### config.mk
export PLATFORM = sky130hd
export DESIGN_NAME = marlann_smem_arbiter_flat
export DESIGN_NICKNAME = d
export VERILOG_FILES = /design/src/rtl/marlann_smem_arbiter_if.sv /design/src/rtl/marlann_smem_arbiter.sv /design/src/flat_wrapper.sv
export SDC_FILE = /design/constraint.sdc
export NUM_CORES = 1
export LEC_CHECK = 0
export BUFFER_PORTS_ARGS = -buffer_cell sky130_fd_sc_hd__buf_2
export CAP_MARGIN = 30
export CORE_AREA = 2 2 87 89
export DETAILED_ROUTE_END_ITERATION = 16
export DIE_AREA = 0 0 89 91
export PLACE_DENSITY = 0.78
export SETUP_SLACK_MARGIN = 0.15
export SLEW_MARGIN = 0
export SYNTH_ARGS = -nofsm -noshare
export SYNTH_HDL_FRONTEND = slang
export SYNTH_SLANG_ARGS = --single-unit
### constraint.sdc
create_clock -name clock -period 3.87 [get_ports clock]
set_input_delay 0.387 -clock clock [delete_from_list [all_inputs] [get_ports clock]]
set_output_delay 0.387 -clock clock [all_outputs]
set_load 0.01 [all_outputs]
### src/rtl/marlann_smem_arbiter_if.sv
// Sequencer memory arbiter bus: seq fetch port, host loader port
// and the single-port memory macro side, bundled as one interface.
interface marlann_smem_arbiter_if #(
  parameter int AW = 16
);
  logic        seq_valid;
  logic        seq_ready;
  logic [15:0] seq_addr;
  logic [31:0] seq_data;

  logic        host_valid;
  logic        host_ready;
  logic        host_write;
  logic [3:0]  host_wstrb;
  logic [15:0] host_addr;
  logic [31:0] host_wdata;
  logic [31:0] host_rdata;

  logic          mem_en;
  logic [3:0]    mem_wen;
  logic [AW-1:0] mem_addr;
  logic [31:0]   mem_wdata;
  logic [31:0]   mem_rdata;

  modport slave (
    input  seq_valid,
    input  seq_addr,
    output seq_ready,
    output seq_data,
    input  host_valid,
    input  host_write,
    input  host_wstrb,
    input  host_addr,
    input  host_wdata,
    output host_ready,
    output host_rdata,
    output mem_en,
    output mem_wen,
    output mem_addr,
    output mem_wdata,
    input  mem_rdata
  );

  modport master (
    output seq_valid,
    output seq_addr,
    input  seq_ready,
    input  seq_data,
    output host_valid,
    output host_write,
    output host_wstrb,
    output host_addr,
    output host_wdata,
    input  host_ready,
    input  host_rdata,
    input  mem_en,
    input  mem_wen,
    input  mem_addr,
    input  mem_wdata,
    output mem_rdata
  );
endinterface

### src/rtl/marlann_smem_arbiter.sv
// Serialises sequencer fetches and host loads onto one SPRAM,
// one access per three cycles, round-robin or host-priority.
module marlann_smem_arbiter #(
  parameter int AW        = 16,
  parameter bit HOST_PRIO = 1'b0
) (
  input logic clock,
  input logic reset,
  marlann_smem_arbiter_if.slave bus
);

  typedef enum logic [1:0] {
    IDLE   = 2'd0,
    ACCESS = 2'd1,
    RESP   = 2'd2
  } state_t;

  state_t        state;
  logic          grant_host;
  logic          last_host;
  logic          seq_ready_q;
  logic          host_ready_q;
  logic          mem_en_q;
  logic [3:0]    mem_wen_q;
  logic [AW-1:0] mem_addr_q;
  logic [31:0]   mem_wdata_q;

  logic          req_any;
  logic          pick_host;
  logic [AW-1:0] pick_addr;
  logic [3:0]    pick_wen;

  assign req_any = bus.seq_valid | bus.host_valid;

  // Host wins when alone, when prioritised, or when seq went last.
  assign pick_host = bus.host_valid
                   & (~bus.seq_valid | HOST_PRIO | ~last_host);

  assign pick_addr = pick_host ? bus.host_addr[AW-1:0]
                               : bus.seq_addr[AW-1:0];

  assign pick_wen = (pick_host & bus.host_write)
                  ? bus.host_wstrb : 4'h0;

  always_ff @(posedge clock) begin
    if (reset) begin
      state        <= IDLE;
      grant_host   <= 1'b0;
      last_host    <= 1'b1;
      seq_ready_q  <= 1'b0;
      host_ready_q <= 1'b0;
      mem_en_q     <= 1'b0;
      mem_wen_q    <= 4'h0;
    end else begin
      unique case (state)
        IDLE: begin
          if (req_any) begin
            mem_en_q    <= 1'b1;
            mem_addr_q  <= pick_addr;
            mem_wen_q   <= pick_wen;
            mem_wdata_q <= bus.host_wdata;
            grant_host  <= pick_host;
            last_host   <= pick_host;
            state       <= ACCESS;
          end
        end
        ACCESS: begin
          mem_en_q     <= 1'b0;
          mem_wen_q    <= 4'h0;
          seq_ready_q  <= ~grant_host;
          host_ready_q <= grant_host;
          state        <= RESP;
        end
        RESP: begin
          seq_ready_q  <= 1'b0;
          host_ready_q <= 1'b0;
          state        <= IDLE;
        end
        default: begin
          state <= IDLE;
        end
      endcase
    end
  end

  assign bus.seq_ready  = seq_ready_q;
  assign bus.host_ready = host_ready_q;
  assign bus.seq_data   = bus.mem_rdata;
  assign bus.host_rdata = bus.mem_rdata;
  assign bus.mem_en     = mem_en_q;
  assign bus.mem_wen    = mem_wen_q;
  assign bus.mem_addr   = mem_addr_q;
  assign bus.mem_wdata  = mem_wdata_q;

  a_one_ready: assert property (
    @(posedge clock) !(seq_ready_q && host_ready_q)
  );

  a_seq_no_write: assert property (
    @(posedge clock) disable iff (reset)
    (state == ACCESS && !grant_host) |-> (mem_wen_q == 4'h0)
  );

endmodule

### src/flat_wrapper.sv
// flat-port wrapper written by rule: the top's interface ports become plain ports
module marlann_smem_arbiter_flat 
#(
  parameter int AW        = 16,
  parameter bit HOST_PRIO = 1'b0
)
  (clock, reset, bus_seq_valid, bus_seq_addr, bus_seq_ready, bus_seq_data, bus_host_valid, bus_host_write, bus_host_wstrb, bus_host_addr, bus_host_wdata, bus_host_ready, bus_host_rdata, bus_mem_en, bus_mem_wen, bus_mem_addr, bus_mem_wdata, bus_mem_rdata);
  marlann_smem_arbiter_if #(.AW(AW)) bus_i ();
  input logic clock;
  input logic reset;
  input wire logic [$bits(bus_i.seq_valid)-1:0] bus_seq_valid;
  input wire logic [$bits(bus_i.seq_addr)-1:0] bus_seq_addr;
  output wire logic [$bits(bus_i.seq_ready)-1:0] bus_seq_ready;
  output wire logic [$bits(bus_i.seq_data)-1:0] bus_seq_data;
  input wire logic [$bits(bus_i.host_valid)-1:0] bus_host_valid;
  input wire logic [$bits(bus_i.host_write)-1:0] bus_host_write;
  input wire logic [$bits(bus_i.host_wstrb)-1:0] bus_host_wstrb;
  input wire logic [$bits(bus_i.host_addr)-1:0] bus_host_addr;
  input wire logic [$bits(bus_i.host_wdata)-1:0] bus_host_wdata;
  output wire logic [$bits(bus_i.host_ready)-1:0] bus_host_ready;
  output wire logic [$bits(bus_i.host_rdata)-1:0] bus_host_rdata;
  output wire logic [$bits(bus_i.mem_en)-1:0] bus_mem_en;
  output wire logic [$bits(bus_i.mem_wen)-1:0] bus_mem_wen;
  output wire logic [$bits(bus_i.mem_addr)-1:0] bus_mem_addr;
  output wire logic [$bits(bus_i.mem_wdata)-1:0] bus_mem_wdata;
  input wire logic [$bits(bus_i.mem_rdata)-1:0] bus_mem_rdata;
  assign bus_i.seq_valid = bus_seq_valid;
  assign bus_i.seq_addr = bus_seq_addr;
  assign bus_seq_ready = bus_i.seq_ready;
  assign bus_seq_data = bus_i.seq_data;
  assign bus_i.host_valid = bus_host_valid;
  assign bus_i.host_write = bus_host_write;
  assign bus_i.host_wstrb = bus_host_wstrb;
  assign bus_i.host_addr = bus_host_addr;
  assign bus_i.host_wdata = bus_host_wdata;
  assign bus_host_ready = bus_i.host_ready;
  assign bus_host_rdata = bus_i.host_rdata;
  assign bus_mem_en = bus_i.mem_en;
  assign bus_mem_wen = bus_i.mem_wen;
  assign bus_mem_addr = bus_i.mem_addr;
  assign bus_mem_wdata = bus_i.mem_wdata;
  assign bus_i.mem_rdata = bus_mem_rdata;
  marlann_smem_arbiter #(.AW(AW), .HOST_PRIO(HOST_PRIO)) u_core (.clock(clock), .reset(reset), .bus(bus_i));
endmodule
==> metrics.md <==
| Metric | Value |
|---|---|
| Outcome | completed |
| Net Count, Synth | 289 |
| Final-report setup violation count | 0 |
| Worst slew pin tran | 0.868 ns |
| CP Class | register to register |
| Fmax | 430 MHz |
| Core ar. | 7140 um^2 |
| RD Place Congestion | 0.729 |
| DRT Pass-1 Iters | 4 |
| Finished Layout Cells | 357 |
| ANT cells | 0 |
| Worst-Skew Late Latency | 0.32 ns |
| Yosys cell types | 26 |
| Worst-case clock buffer depth | 2 |
| Ys Warns | 0 |
| Drt total wl | 5910 um |
| Final net count | 362 |
| Number of global-route vias before repair | 1601 |
| Total GRT Usage | 13.7% |
| Mean Syn Cell Area | 14.6 um^2 |
| Total congestion overflow | 0 |
| Dominant cell type by area after synthesis | edfxtp_1 |
| Fin crit share | 60.1% |
| Routed WL per cell | 16.6 um |
| Synth area leaders | edfxtp_1 (55%), buf_4 (19%), dfxtp_1 (8.4%) |
| End-of-flow core utilization | 43.4% |
| Via count | 1594 |
| CTS Buf Count | 9 |
| Synth Register Bits | 59 |
| Initial Util | 36.8% |
| Post-CTS Setup Inserts | 0 |
| RSZ-0062 raised after global routing | no |
| Area Overhead vs Synth | 18.1% |
| Most instantiated library cell after synthesis | buf_4 |
| Hold Violations, Final | 0 |
| Root Driver | clkbuf_8 |
| IO Port Bufs | 127 |
| # Max-Cap Violations | 0 |
| CTS tree | built |
| Initial antenna violation count | 0 |
| CTS sink cnt | 59 |
| CP Data Required Time | 3.88 ns |
| Crit Path Max Fanout | 32 |
| Share of layout cells above drive strength 1 | 64.7% |
| Min-delay worst type | input port to register |
| Dpl hpwl | 4700 um |
| Leakage | 1.34 nW |
| Asr flop ratio synth | 0% |
| Footprint of the multi-input gates | 454 um^2 |
| Die H | 91 um |
| Clock skew | 0.00947 ns |
| Worst-path clk slew | 0.07 ns |
| H-tree level count | 3 |
| Post-synth top area share | 54.9% |
| Die Area | 8100 um^2 |
| Post-synth EDFFs | 48 |
| Worst setup SP type | register |
| Max Slew Vio Count | 0 |
| Worst R2R Setup Slack | 1.54 ns |
| Vias per cell | 4.46 |
| # rows | 31 |
| Synth Flop Type | edfxtp_1 |
| Largest net degree at the start of global routing | 33 |
| Post-DRT Antenna Nets | 0 |
| Critical Path AT | 2.33 ns |
| First-pass GRT wire length | 8090 um |
| Pwr/cell area | 488 nW/um^2 |
| Post-synth top cells | buf_4 (65), edfxtp_1 (48), mux2_2 (16) |
| Slew headroom | 42.0% |
| Detailed Route Iter0 Violations | 51 |
| Post-CTS Resized | 0 |
| Post-synthesis sequential area ratio | 63.3% |
| Final hold slack | 0.242 ns |
| Gate Count Post-Synth | 180 |
| Residual DRC | 0 |
| Hold buffer count at cts | 0 |
| Flip-flop and latch area | 1660 um^2 |
| I/O pins | 224 |
| Cell Count Post-Placement | 341 |
| CP Capture Type | register |
| DIE WIDTH | 89 um |
| Peak VDD IR | 0.200 mV |
| Synthesized area | 2620 um^2 |
| Final Power | 0.00151 W |
| Final Critical Period | 2.33 ns |
| Fillers | 679 |
| TNS Setup | 0 ns |
==> cell usage in the layout (no fill, tap or decap) <==
| master | n |
|---|---|
| edfxtp_1 | 48 |
| nand2b_1 | 1 |
| nor2b_1 | 1 |
| a22oi_1 | 1 |
| a21boi_2 | 1 |
| clkbuf_8 | 10 |
| mux2_2 | 16 |
| clkinvlp_4 | 1 |
| or3b_1 | 1 |
| nor2_4 | 1 |
| a21oi_4 | 1 |
| ha_1 | 4 |
| a31o_2 | 1 |
| and3_2 | 1 |
| nor2_1 | 5 |
| bufinv_16 | 1 |
| and4_2 | 1 |
| a22o_1 | 4 |
| clkbuf_1 | 1 |
| mux2i_1 | 3 |
| nand2_1 | 2 |
| clkinv_2 | 3 |
| buf_2 | 127 |
| dfxtp_1 | 11 |
| inv_1 | 3 |
| buf_4 | 1 |
| a21oi_1 | 2 |
| o21ai_0 | 2 |
| nor3_1 | 1 |
| or2_2 | 1 |
| nand3b_1 | 1 |
| buf_6 | 1 |
==> power by group <==
part / total (W) / internal [W] / switching [W]
sequential: 0.000768 / 0.000750 / 0.0000172
clock: 0.000541 / 0.000312 / 0.000229
combinational: 0.000204 / 0.0000953 / 0.000109
total: 0.00151 / 0.00116 / 0.000355
==> final timing paths <==
path / end / cells past startpoint / startpoint
worst max-delay path: u_core.bus.mem_wdata[9] / 5 / u_core.state[0]
worst min-delay path: u_core.bus.mem_wdata[24] / 1 / bus_host_wdata[24]
worst min register to register: u_core.bus.host_ready / 2 / u_core.bus.host_ready
worst max register to register: u_core.bus.mem_wdata[9] / 5 / u_core.state[0]
==> stage by stage <==
stage,setup WS [ns],instance area (um^2)
4_1_cts,1.50,3100
3_5_place_dp,1.51,2910
6_report,1.54,3100
5_1_grt,1.28,3100
2_1_floorplan,0.631,2620
3_3_place_gp,1.61,2890
==> registers in the layout, indices dropped and copies added, names as in the netlist <==
register,count
u_core.bus.seq_ready,1
u_core.grant_host,1
u_core.bus.host_ready,1
u_core.bus.mem_en,1
u_core.bus.mem_addr,16
u_core.last_host,1
u_core.bus.mem_wen,4
u_core.bus.mem_wdata,32
u_core.state,2
==> metal layers <==
| layer | up-vias | share of wire [%] | global-route usage (%) |
|---|---|---|---|
| met5 | - | 0 | 0 |
| met4 | 0 | 3.1 | 8.46 |
| met3 | 23 | 14 | 6.36 |
| met2 | 116 | 51 | 23.5 |
| met1 | 743 | 32 | 12.7 |
| li1 | 712 | - | - |
==> cells by family (layout without fill, tap and decap cells) <==
group / after synthesis / after routing / share of synthesized area [%]
AO/OA/AOI/OAI: 12 / 12 / 3.77
adder cells (fa/ha/maj): 4 / 4 / 1.91
buffers and inverters: 70 / 148 / 19.6
flip-flops: 59 / 59 / 63.3
multiplexers: 19 / 19 / 8.01
AND/OR/NAND/NOR: 16 / 16 / 3.34
==> layout make-up <==
class,instances,area share (%)
Inverter,3,0.363
Tap cell,99,4.00
Timing Repair Buffer,129,21.1
Sequential cell,59,53.6
Clock buffer,11,4.56
Multi-Input combinational cell,51,14.7
Clock inverter,5,1.70
==> critical path, cell delays in order (launching register included) <==
cell and delay (ns):
dfxtp_1 0.33, inv_1 0.10, ha_1 0.28, o21ai_0 0.22, nor2_4 0.71, buf_4 0.37
Note: power is estimated with default switching activity, not from simulation.
